===== config.mk =====
export PLATFORM = sky130hd
export DESIGN_NAME = risc16_processor
export DESIGN_NICKNAME = d
export VERILOG_FILES = /design/src/rtl/risc16_processor.sv
export SDC_FILE = /design/constraint.sdc
export NUM_CORES = 1
export LEC_CHECK = 0
export ABC_CLOCK_PERIOD_IN_PS = 1500
export CORE_MARGIN = 3
export CORE_UTILIZATION = 30
export CTS_BUF_LIST = sky130_fd_sc_hd__clkbuf_8
export CTS_CLUSTER_DIAMETER = 50
export DETAILED_ROUTE_END_ITERATION = 8
export MAX_ROUTING_LAYER = met4
export PLACE_DENSITY_LB_ADDON = 0.25
export SETUP_SLACK_MARGIN = 0.2
export SYNTH_ARGS = -nofsm -noshare
export SYNTH_HDL_FRONTEND = slang
export SYNTH_SLANG_ARGS = --single-unit

===== constraint.sdc =====
create_clock -name clk -period 1.5 [get_ports clk]
set_input_delay 0.225 -clock clk [delete_from_list [all_inputs] [get_ports clk]]
set_output_delay 0.225 -clock clk [all_outputs]
set_load 0.03 [all_outputs]

===== src/rtl/risc16_processor.sv =====
// risc16_processor: single-cycle 16-bit, 8-register RISC core.
// Instruction and data memories are internal; dmem writes on the clock edge.
module risc16_processor #(
  parameter int IMEM_DEPTH = 256,
  parameter int DMEM_DEPTH = 256
) (
  input  logic        clk,
  input  logic        rst_n,
  output logic [15:0] pc
);

  localparam logic [3:0] OP_ADD = 4'b0000;
  localparam logic [3:0] OP_ADI = 4'b0001;
  localparam logic [3:0] OP_NDU = 4'b0010;
  localparam logic [3:0] OP_LHI = 4'b0011;
  localparam logic [3:0] OP_LW  = 4'b0100;
  localparam logic [3:0] OP_SW  = 4'b0101;
  localparam logic [3:0] OP_JAL = 4'b1000;
  localparam logic [3:0] OP_JLR = 4'b1001;
  localparam logic [3:0] OP_BEQ = 4'b1100;

  logic [15:0] imem [IMEM_DEPTH];
  logic [15:0] dmem [DMEM_DEPTH];

  logic [15:0] pc_q, pc_d;
  logic [15:0] rf_q [8];
  logic [15:0] rf_d [8];
  logic        c_q, c_d;
  logic        z_q, z_d;

  logic [15:0] instr;
  logic [3:0]  op;
  logic [2:0]  ra, rb, rc;
  logic [1:0]  cz;
  logic [15:0] va, vb;
  logic [15:0] imm6, imm9;
  logic [15:0] pc_inc;
  logic [7:0]  ea;
  logic [15:0] ld;
  logic [16:0] sum, adi;
  logic [15:0] nd;
  logic        cond_ok;
  logic        dmem_we;

  assign instr = imem[pc_q[7:0]];
  assign op    = instr[15:12];
  assign ra    = instr[11:9];
  assign rb    = instr[8:6];
  assign rc    = instr[5:3];
  assign cz    = instr[1:0];
  assign va    = rf_q[ra];
  assign vb    = rf_q[rb];
  assign imm6  = {{10{instr[5]}}, instr[5:0]};
  assign imm9  = {{7{instr[8]}}, instr[8:0]};
  assign pc_inc = pc_q + 16'd1;
  // Only the low 8 address bits matter, so accesses wrap within dmem.
  assign ea    = vb[7:0] + imm6[7:0];
  assign ld    = dmem[ea];
  assign sum   = {1'b0, va} + {1'b0, vb};
  assign adi   = {1'b0, va} + {1'b0, imm6};
  assign nd    = ~(va & vb);
  assign pc    = pc_q;

  always_comb begin
    unique case (1'b1)
      cz == 2'b10: cond_ok = c_q;
      cz == 2'b01: cond_ok = z_q;
      cz == 2'b11: cond_ok = 1'b0;
      default:     cond_ok = 1'b1;
    endcase
  end

  always_comb begin
    pc_d    = pc_inc;
    rf_d    = rf_q;
    c_d     = c_q;
    z_d     = z_q;
    dmem_we = 1'b0;
    case (op)
      OP_ADD: begin
        if (cond_ok) begin
          rf_d[rc] = sum[15:0];
          c_d      = sum[16];
          z_d      = (sum[15:0] == 16'h0000);
        end
      end
      OP_NDU: begin
        if (cond_ok) begin
          rf_d[rc] = nd;
          z_d      = (nd == 16'h0000);
        end
      end
      OP_ADI: begin
        rf_d[rb] = adi[15:0];
        c_d      = adi[16];
        z_d      = (adi[15:0] == 16'h0000);
      end
      OP_LHI: rf_d[ra] = {instr[8:0], 7'b0};
      OP_LW: begin
        rf_d[ra] = ld;
        z_d      = (ld == 16'h0000);
      end
      OP_SW:  dmem_we = 1'b1;
      OP_BEQ: begin
        if (va == vb) pc_d = pc_q + imm6;
      end
      OP_JAL: begin
        rf_d[ra] = pc_inc;
        pc_d     = pc_q + imm9;
      end
      // vb was sampled before the link write, so rA==rB still jumps to old rB.
      OP_JLR: begin
        rf_d[ra] = pc_inc;
        pc_d     = vb;
      end
      default: ;
    endcase
  end

  always_ff @(posedge clk or negedge rst_n) begin
    if (!rst_n) begin
      pc_q <= 16'h0000;
      rf_q <= '{default: 16'h0000};
      c_q  <= 1'b0;
      z_q  <= 1'b0;
    end else begin
      pc_q <= pc_d;
      rf_q <= rf_d;
      c_q  <= c_d;
      z_q  <= z_d;
    end
  end

  // imem has no write port; its preloaded contents are simply held.
  always_ff @(posedge clk) begin
    imem <= imem;
    if (dmem_we) dmem[ea] <= va;
  end

endmodule


==> qor.txt <==
leakage - 0.481 nW
crit path cell chain - buf_4 > clkdlybuf4s15_2
io pins - 18
First-pass DRT Iterations - 4
CP endpoint kind - output port
Least-Margin Pin Slew - 307 ps
largest cells by area after synthesis - dfrtp_1 56%, xor2_1 9.8%, xnor2_1 7.4%
final hold violations - 0
clk sink count - 16
Critical Path Source Type - flop
Layout area overhead - 45.4%
final period utilization - 0.893
nets - 90
hpwl dp - 1030 µm
vias in the first global route - 517
post-route setup TNS - 0 ps
top cell type's share of synthesized area - 0.561
core area - 2230 µm²
Yosys top cell by area - dfrtp_1
pin count of the biggest net entering global routing - 17
status - completed
FMAX - 0.746 GHz
Hold WS - 296 ps
Inst Count DP - 108
Synth Cell Area - 713 µm²
CTS H-tree depth - 1
max reg flops - 16
DR vias/cell - 4.74
Seq/Total Area, Yosys - 0.561
syn_area_per_cell - 12.3 µm²
class of the worst hold path - in -> async
worst r2r src - pc[0]
Synthesis Warnings - 0
root buffer cell - clkbuf_8
Setup CP Type - reg -> out
Tmin final - 1340 ps
gr usage total - 0.119
Max FO, Critical Path - 5
Worst Setup SP - pc[0]
Max-slew headroom - 0.796
DRT iter0 DRCs - 5
RSZ-0062 raised after global routing - true
Antenna Cells - 0
DIE WIDTH - 54.8 µm
Peak supply drop - 0.000625 V
initial antenna violation count - 0
Clock Path Buffers - 2
# hold bufs at CTS - 0
Die H - 54.8 µm
max incr delay on CP - 450 ps
post-synth cell types - 14
GP Congestion - 0.776
Req. time, crit path - 1270 ps
first-pass GRT wire length - 2330 µm
syn_nets - 61
Overflow after GRT - 0
max-slew violations - 0
post-route ant nets - 0
skew final - 0.857 ps
fin cells - 114
highest-delay cell along the critical path - dfrtp_2
MaxCap Viol Count - 0
Vias - 540
Routed WL - 1500 µm
layout cells sized above 1 - 0.372
DIE AREA - 3000 µm²
CTS buffer count - 3
clock slew at reported path FFs - 60 ps
Yosys reg bits - 16
drc violations - 0
starting density of the core - 0.319
later-pin clock latency in the skew report - 250 ps
WP data arrival - 1120 ps
PortBufs - 17
wire per inst - 13.1 µm
CTS tree - built
Mapped Cells - 58
Cell Rows - 17
endpoints failing setup - 0
P per Cell Area - 794 nW/µm²
[cell type report]
class                      count  area (µm²)
sequential                    16         409
timing repair buffer          24         199
fill                         226        1200
inverter                       3        11.3
multi-input combinational     39         328
clock buffer                   4        55.1
tap                           28        35.0
[cell usage after synthesis]
| library cell | count |
|---|---|
| and4_1 | 1 |
| nand4_2 | 1 |
| xnor2_1 | 6 |
| nor4_2 | 4 |
| nor3_1 | 4 |
| ha_1 | 1 |
| nor2_1 | 1 |
| nand2_1 | 4 |
| nand4_1 | 5 |
| nand3_2 | 1 |
| nand3_1 | 3 |
| xor2_1 | 8 |
| inv_1 | 3 |
| dfrtp_1 | 16 |
[repair_timing]
item	4_1_cts	5_1_grt
endpoints found under the setup margin	17	13
gates resized for setup	25	11
endpoints found under the hold margin	0	0
pin swaps	1	4
setup buffers	0	2
[worst max-delay path: cells and delay by family, from the launching register on]
family	cells	cell delay, ps
DFF	1	450
buffers and inverters	2	420
[power breakdown]
| part | switching, mW | internal, mW |
|---|---|---|
| combinational | 0.00840 | 0.00400 |
| clock | 0.147 | 0.233 |
| sequential | 0 | 0.431 |
[final timing paths]
check                         end  slack (ps)  cells past startpoint
hold reg to reg            pc[15]         460                      1
setup / recovery            pc[0]         160                      2
setup reg to reg           pc[14]         190                      4
max in group asynchronous   pc[1]        1010                      2
min in group clk           pc[15]         460                      1
hold / removal              pc[6]         300                      2
[stage by stage]
stage | worst slack (ps) | instance area [µm²] | power [mW] | util
after floorplan | 175 | 733 | 0.440 | -
after detailed placement | 145 | 976 | 0.453 | 0.437
after global routing | 83.5 | 1040 | 0.862 | 0.464
after CTS | 137 | 1020 | 0.838 | 0.458
final | 160 | 1040 | 0.824 | 0.464
after global placement | 168 | 976 | 0.453 | 0.437
[cell usage in the layout, fill, tap and decap left out, drive strengths merged]
| cell type | count |
|---|---|
| nand4 | 6 |
| dfrtp | 16 |
| dlygate4sd2 | 5 |
| nor4 | 4 |
| nand3 | 4 |
| and4 | 1 |
| nor3 | 4 |
| buf | 7 |
| xor2 | 8 |
| nand2 | 4 |
| ha | 1 |
| nor2 | 1 |
| clkbuf | 8 |
| clkdlybuf4s15 | 7 |
| xnor2 | 6 |
| inv | 3 |
| clkdlybuf4s50 | 1 |
[logic make-up after synthesis]
| family | count (synthesis) | synth area share |
|---|---|---|
| xor+xnor | 14 | 0.172 |
| fa+ha+maj | 1 | 0.0175 |
| buf+inv | 3 | 0.0158 |
| flops | 16 | 0.561 |
| simple gates | 24 | 0.233 |
[layer usage]
metal	track usage	share of wire	up-vias	wire length, µm
met3	0.0572	0.072	2	108
met5	-	0	-	0
met4	0.0498	0.0067	0	10
met2	0.169	0.48	17	723
met1	0.142	0.44	257	653
li1	-	-	264	-
Power figures use the tool's default switching activity.
